<file path="config.mk">
export PLATFORM = sky130hd
export DESIGN_NAME = wb_stage_reg
export DESIGN_NICKNAME = d
export VERILOG_FILES = /design/src/rtl/wb_stage_reg.sv
export SDC_FILE = /design/constraint.sdc
export NUM_CORES = 1
export LEC_CHECK = 0
export ABC_CLOCK_PERIOD_IN_PS = 4370
export BUFFER_PORTS_ARGS = -buffer_cell sky130_fd_sc_hd__buf_2
export CAP_MARGIN = 0
export CORE_MARGIN = 8
export CORE_UTILIZATION = 53
export CTS_CLUSTER_SIZE = 10
export DETAILED_ROUTE_END_ITERATION = 8
export GPL_TIMING_DRIVEN = 0
export PLACE_DENSITY = 0.87
export RECOVER_POWER = 100
export SYNTH_ARGS = -nofsm -noshare
export SYNTH_HDL_FRONTEND = slang
export SYNTH_SLANG_ARGS = --single-unit
</file>
<file path="constraint.sdc">
create_clock -name clk_i -period 4.37 [get_ports clk_i]
set_input_delay 0.437 -clock clk_i [delete_from_list [all_inputs] [get_ports clk_i]]
set_output_delay 0.437 -clock clk_i [all_outputs]
set_load 0.01 [all_outputs]
</file>
<file path="src/rtl/wb_stage_reg.sv">
// wb_stage_reg: writeback source select with RV32I load formatting, registered regfile write and retire counter
module wb_stage_reg #(
  parameter int XLEN    = 32,
  parameter int NUM_SRC = 4,
  parameter int SEL_W   = $clog2(NUM_SRC),
  parameter int CNT_W   = 64
) (
  input  logic                    clk_i,
  input  logic                    rst_i,
  input  logic                    valid_i,
  input  logic                    stall_i,
  input  logic                    flush_i,
  input  logic [NUM_SRC*XLEN-1:0] src_i,
  input  logic [SEL_W-1:0]        sel_i,
  input  logic [2:0]              ld_funct3_i,
  input  logic [1:0]              addr_lo_i,
  input  logic [4:0]              rd_i,
  input  logic                    regwen_i,
  output logic [XLEN-1:0]         data_o,
  output logic [4:0]              rd_o,
  output logic                    regwen_o,
  output logic                    valid_o,
  output logic                    misalign_o,
  output logic [CNT_W-1:0]        retire_cnt_o
);
  logic [XLEN-1:0]  w_word, w_fmt, w_sel;
  logic [7:0]       w_b;
  logic [15:0]      w_h;
  logic             w_mis;
  logic [XLEN-1:0]  r_data;
  logic [4:0]       r_rd;
  logic             r_regwen, r_valid, r_mis;
  logic [CNT_W-1:0] r_cnt;
  assign w_word = src_i[XLEN-1:0];
  assign w_b    = w_word[8*addr_lo_i +: 8];
  assign w_h    = w_word[16*addr_lo_i[1] +: 16];
  always_comb begin
    w_fmt = ld_funct3_i == 3'b000 ? XLEN'($signed(w_b)) :
            ld_funct3_i == 3'b100 ? XLEN'(w_b) :
            ld_funct3_i == 3'b001 ? XLEN'($signed(w_h)) :
            ld_funct3_i == 3'b101 ? XLEN'(w_h) :
            ld_funct3_i == 3'b010 ? XLEN'($signed(w_word[31:0])) : w_word;
    w_mis = sel_i == '0 && (ld_funct3_i[1:0] == 2'b01 ? addr_lo_i[0] :
            ld_funct3_i == 3'b010 ? |addr_lo_i : 1'b0);
    w_sel = int'(sel_i) >= NUM_SRC ? '0 :
            sel_i == '0 ? w_fmt : src_i[int'(sel_i)*XLEN +: XLEN];
  end
  // flush kills the instruction but leaves data/rd untouched
  always_ff @(posedge clk_i) begin
    if (rst_i) begin
      r_data   <= '0;
      r_rd     <= '0;
      r_regwen <= 1'b0;
      r_valid  <= 1'b0;
      r_mis    <= 1'b0;
      r_cnt    <= '0;
    end else if (flush_i) begin
      r_regwen <= 1'b0;
      r_valid  <= 1'b0;
      r_mis    <= 1'b0;
    end else if (!stall_i) begin
      r_data   <= w_sel;
      r_rd     <= rd_i;
      r_regwen <= regwen_i & valid_i & (rd_i != 5'd0) & ~w_mis;
      r_valid  <= valid_i;
      r_mis    <= w_mis & valid_i;
      r_cnt    <= r_cnt + CNT_W'(valid_i & ~w_mis);
    end
  end
  assign data_o       = r_data;
  assign rd_o         = r_rd;
  assign regwen_o     = r_regwen;
  assign valid_o      = r_valid;
  assign misalign_o   = r_mis;
  assign retire_cnt_o = r_cnt;
endmodule

</file>
==> results.md, run 1 <==
* Sequential area share after synthesis at between 30% and 40%
* I/O pin count at 250
* Setup repair bufs after CTS at 0
* First-pass GRT wire length at 33,200 um
* RSZ-0062 raised after global routing: false
* Slowest cell on crit path: nor4_1
* Ys async rst share at 0%
* Area of placed instances at 7420 um2
* EDFF count, synth at 0
* HPWL Detailed at 17,200 um
* Fmax at 274 MHz
* Final cycle utilization of the critical path at 83.6%
* Leading cell type in the layout, fill and taps excluded: clkbuf_1
* Critical path cell sequence: clkbuf_1 -> nand2b_1 -> clkbuf_1 -> nor2_1 -> o21ai_0 -> and2_0 -> ha_1 -> nand4bb_1 -> nor4_1 -> nand4_1 -> clkbuf_1 -> or3_1 -> a21oi_1
* Reg clk slew, reported paths at 80 ps
* Wirelength per Cell at between 15 and 20 um
* Final core occ at 66.6%
* CP peak stage delay at 560 ps
* Synth top area share at approximately a third
* Final hold viol count at 0
* Max-Cap Viols at 0
* Yosys warns at 0
* DRC Markers at 0
* Initial antenna violation count at 3
* Starting Density at 53.4%
* Vias in the first global route at 6,600
* Crit-path max FO at 10
* PortBufs at 244
* Share of layout cells above drive strength 1 at 19.0%
* Avg Cell Area, Syn at 8.37 um2
* DIE AREA at 15,000 um2
* Final #Nets at between 1,000 and 1,500
* Worst Path Required at 4640 ps
* Chip Width at 123 um
* Max-slew violations at 0
* Area leader, netlist: dfxtp_1
* Status: completed
* Setup crit start kind: input pin
* Pwr Total at 0.00207 W
* CP Data Arrival Time at 3930 ps
* Leakage power at 2.83 nW
* Design Area, Final at 7510 um2
* Resize count post-CTS at 0
* Endpoints failing setup at 0
* Fillcell total at between 1,000 and 1,500
* Largest net degree at the start of global routing at 20
* Delay-heaviest family, CP: simple AND/OR/NAND/NOR gates
* Most frequent cells in the layout: 145 x clkbuf_1, 141 x buf_2, 104 x dfxtp_1, 81 x nor2_1, 80 x a21oi_1
* CP Capture Type: register
* RePlAce Congestion at 0.953
* CTS Root Cell: clkbuf_16
* Netlist cell types at 56
* Gr ovfl total at 0
* Net Count, Synth at roughly 870
* Drt pass-1 iters at 6
* Hold-fix buffers, CTS at 0
* Total Wirelength at 21,500 um
* Slew margin rel. at 39.2%
* Clock tree from TritonCTS: yes
* Critical path buffer and inverter count at 3
* DRT antenna net count at 0
* #FFs+latches synth at approximately 100
* Clock Sinks at 104
* H-Tree Depth at 3
* Worst Skew at around 11 ps
* Clock insertion delay at the later pin of the skew report at 340 ps
* CP Class: in2reg
* Post-Synthesis Cell Area at around 6000 um2
* Final min period at 3650 ps
* DR iter-0 viols at approximately 670
* Most used cell, CP: clkbuf_1
* Core ar. at 11,300 um2
* Post-Syn Instances at slightly above 700
* Vias at around 6,700
* Setup TNS at 0 ps
* TritonCTS Buffers at 9
* Main synth FF type: dfxtp_1
* Top cells by area, synth: dfxtp_1 35%, mux2i_1 7.3%, a21oi_1 6.7%
* Rows at 39
* Die height at 123 um
* Slew @ Worst Pin at 912 ps
* Worst IR Drop VDD at 0.247 mV
* Hold/Removal Path Class: in2reg
* Clock Path Buffers at 2
* GR Util All Layers at 27.7%
* PD cells at roughly 280 nW/um2
* Area grow syn2layout at 24.8%
* Via density at about 6.0
## cells in the mapped netlist, types with 4 or more instances
| library cell | number |
|---|---|
| a22o_1 | 15 |
| o31ai_1 | 12 |
| nor2_1 | 81 |
| and3_1 | 6 |
| and4_1 | 6 |
| a32o_1 | 16 |
| o21ai_0 | 64 |
| clkbuf_1 | 33 |
| inv_1 | 18 |
| dfxtp_1 | 104 |
| nor4_1 | 4 |
| nand2_1 | 38 |
| nand3_1 | 24 |
| xnor2_1 | 11 |
| or2_2 | 4 |
| mux2_2 | 9 |
| nor4_2 | 7 |
| xor2_1 | 18 |
| nor2b_1 | 8 |
| a21oi_1 | 80 |
| buf_2 | 7 |
| mux4_2 | 7 |
| or4_1 | 12 |
| nand4_1 | 25 |
| or3_1 | 15 |
| nor3_1 | 11 |
| mux2i_1 | 44 |
## worst register-to-register path, cell delays in order (launching register included)
cell       delay, ps
dfxtp_1          400
ha_1             210
nand4bb_1        240
nor4_1           570
nand4_1          410
clkbuf_1         350
or3_1            400
a21oi_1          160
## logic make-up after synthesis
family	synth area share (%)
and+or+nand+nor	25.3
AOI/OAI and AO/OA	19.6
DFF	34.6
buffers and inverters	4.26
muxes	11.6
xor gates and xnor gates	4.22
adders and majority gates	0.416
## power breakdown
group,total (W),switching (W),leakage (nW),internal (W)
sequential,0.000983,0.0000135,0.843,0.000969
clock,0.000795,0.000392,0.142,0.000403
combinational,0.000294,0.000164,1.84,0.000131
total,0.00207,0.000570,2.83,0.00150
## state kept, by name (all words and copies together) (netlist names)
| register | count |
|---|---|
| data_o | 32 |
| misalign_o | 1 |
| rd_o | 5 |
| regwen_o | 1 |
| retire_cnt_o | 64 |
| valid_o | 1 |
## metal layers
layer / GRT usage (%) / vias to the layer above / share of wire, %
met5: 0 / - / 0.051
met4: 10.1 / 2 / 2.9
met3: 7.91 / 44 / 9.9
met2: 48.0 / 350 / 49
met1: 31.8 / 3151 / 38
li1: - / 3196 / -
## through the flow
step           hold slack (ps)  setup WS (ps)  cells
6_report                   344            716   1125
2_1_floorplan              478           1330    719
3_5_place_dp               447            732   1106
5_1_grt                    352            474   1124
3_3_place_gp               440            719   1106
4_1_cts                    333           1080   1122
## final timing paths
kind / from / endpoint / slack, ps / cells past startpoint
worst max-delay path: ld_funct3_i[0] / retire_cnt_o[45] / 720 / 13
worst min register to register: rd_o[3] / rd_o[3] / 460 / 2
worst max register to register: retire_cnt_o[0] / retire_cnt_o[45] / 1570 / 7
worst min-delay path: rd_i[3] / rd_o[3] / 340 / 3
## layout make-up
cell class / instances / area, um2 / area share, %
inverter: 18 / 67.6 / 0.900
sequential: 104 / 2080 / 27.7
timing repair buffer: 244 / 1090 / 14.5
clock inverter: 6 / 62.6 / 0.833
multi-input combinational: 553 / 3620 / 48.2
buffer: 44 / 176 / 2.35
tap: 143 / 179 / 2.38
antenna: 3 / 7.51 / 0.100
clock buffer: 10 / 229 / 3.05
Power figures use the tool's default switching activity.
==> run 2, diff against run 1 <==
ABC_CLOCK_PERIOD_IN_PS = 3500   (was 4370)
CORE_UTILIZATION = 49   (was 53)
PLACE_DENSITY = 0.81   (was 0.87)
clock period = 3.5 ns   (was 4.37 ns; I/O delays follow)
==> results.md, run 2 (same netlist as run 1, synthesis figures left out) <==
* Setup crit start kind: input pin
* PortBufs at 244
* Total Wirelength at 21,700 um
* Rows at 40
* GR Util All Layers at 26.3%
* PD cells at roughly 340 nW/um2
* Final hold viol count at 0
* Area of placed instances at 7420 um2
* CTS Root Cell: clkbuf_16
* Placement Setup Slack at -56.0 ps
* First-pass GRT wire length at 34,100 um
* FF-to-FF Start: retire_cnt_o[0]
* Final min period at 3210 ps
* Die height at 127 um
* RePlAce Congestion at 0.970
* Clock insertion delay at the later pin of the skew report at 360 ps
* Max reg flops at between 60 and 70
* Leading cell type in the layout, fill and taps excluded: clkbuf_1
* CP Class: in2reg
* Hold/Removal Path Class: in2reg
* CP Data Arrival Time at 3440 ps
* Clock Path Buffers at 2
* Status: completed
* HP Start: rd_i[4]
* Worst Path Required at 3720 ps
* Core ar. at ~12,000 um2
* Setup WS post-layout at 285 ps
* Clock Sinks at 104
* Worst IR Drop VDD at 0.216 mV
* Most frequent cells in the layout: 144 x clkbuf_1, 142 x buf_2, 104 x dfxtp_1, 81 x nor2_1, 80 x a21oi_1
* Reg clk slew, reported paths at 70 ps
* DRT antenna net count at 0
* RSZ-0062 raised after global routing: false
* H-Tree Depth at 3
* Fillcell total at approximately 1,200
* CP Capture Type: register
* Starting Density at 50.1%
* Gr ovfl total at 0
* Initial antenna violation count at 0
* Leakage power at around 2.9 nW
* TritonCTS Buffers at 9
* Final #Nets at 1,124
* Worst Skew at between 8 and 9 ps
* Slew @ Worst Pin at around 890 ps
* Largest net degree at the start of global routing at 17
* Fmax at 311 MHz
* Crit path launch: sel_i[1]
* Slew margin rel. at 40.6%
* Clock tree from TritonCTS: yes
* Max-Cap Viols at 0
* HPWL Detailed at about 17,000 um
* Share of layout cells above drive strength 1 at 19.7%
* Endpoints failing setup at 0
* DRC Markers at 0
* Crit-path max FO at 10
* I/O pin count at 250
* Wirelength per Cell at approximately 19 um
* Final cycle utilization of the critical path at 91.8%
* Hold_ws at 250 ps
* Vias at about 6,700
* Area grow syn2layout at 25.5%
* Max-slew violations at 0
* Drt pass-1 iters at 5
* Vias in the first global route at 6,530
* Chip Width at 127 um
* Design Area, Final at 7550 um2
* Via density at 5.95
* DR iter-0 viols at 623
* DIE AREA at 16,100 um2
==> run 2: cell types whose count changed in the layout (fill, tap and decap cells not counted), moves of 2 or more <==
cell        before  now
clkinv_4         2    0
clkinvlp_4       0    2
diode_2          3    1
nor4_1          10    8
==> run 2: per-layer routing <==
metal | global-route usage, % | up-vias | routed length, um
li1 | - | 3188 | -
met1 | 31.3 | 3141 | 8930
met2 | 44.1 | 344 | 10400
met3 | 7.29 | 42 | 1800
met4 | 10.0 | 0 | 618
met5 | 0 | - | 0
==> run 2: worst paths after layout <==
check / slack, ps / cells after the start / end
setup / recovery: 290 / 13 / retire_cnt_o[42]
hold / removal: 250 / 3 / rd_o[4]
setup reg to reg: 970 / 9 / retire_cnt_o[42]
hold reg to reg: 460 / 2 / rd_o[1]
==> run 2: area by class of cell <==
cell class	count	area [um2]	area share [%]
clock buffer	11	243	3.21
clock inverter	4	28.8	0.381
inverter	18	67.6	0.894
timing repair buffer	246	1100	14.6
tap	147	184	2.43
buffer	44	186	2.47
antenna	1	2.50	0.0331
sequential	104	2080	27.6
multi-input combinational	553	3660	48.5
==> run 2: power breakdown <==
| group | switching, W | leakage, nW | internal (W) |
|---|---|---|---|
| clock | 0.000464 | 0.128 | 0.000500 |
| combinational | 0.000207 | 1.91 | 0.000163 |
| sequential | 0.0000157 | 0.843 | 0.00121 |
==> run 2: timing repair <==
item	CTS	global route
endpoints found under the setup margin	0	3
buffers inserted	0	2
hold buffers	0	0
resized for setup	0	1
==> run 2: critical path, cell delays in order <==
cell and delay (ps):
clkbuf_1 410, nor2_1 270, o21ai_1 250, and2_0 180
ha_1 190, ha_1 260, nand4bb_1 210, nor3_4 260
buf_4 170, nand4b_4 160, clkbuf_2 250, o41ai_1 350
a21oi_1 110
==> run 2: per-stage QoR <==
stage / power, W / util (%) / TNS [ps] / cells
3_3_place_gp: 0.00162 / 61.8 / -88.6 / 1110
5_1_grt: 0.00265 / 62.9 / 0 / 1127
6_report: 0.00256 / 62.9 / 0 / 1128
4_1_cts: 0.00258 / 64.1 / 0 / 1125
2_1_floorplan: 0.00145 / - / 0 / 719
3_5_place_dp: 0.00163 / 61.8 / -63.9 / 1110
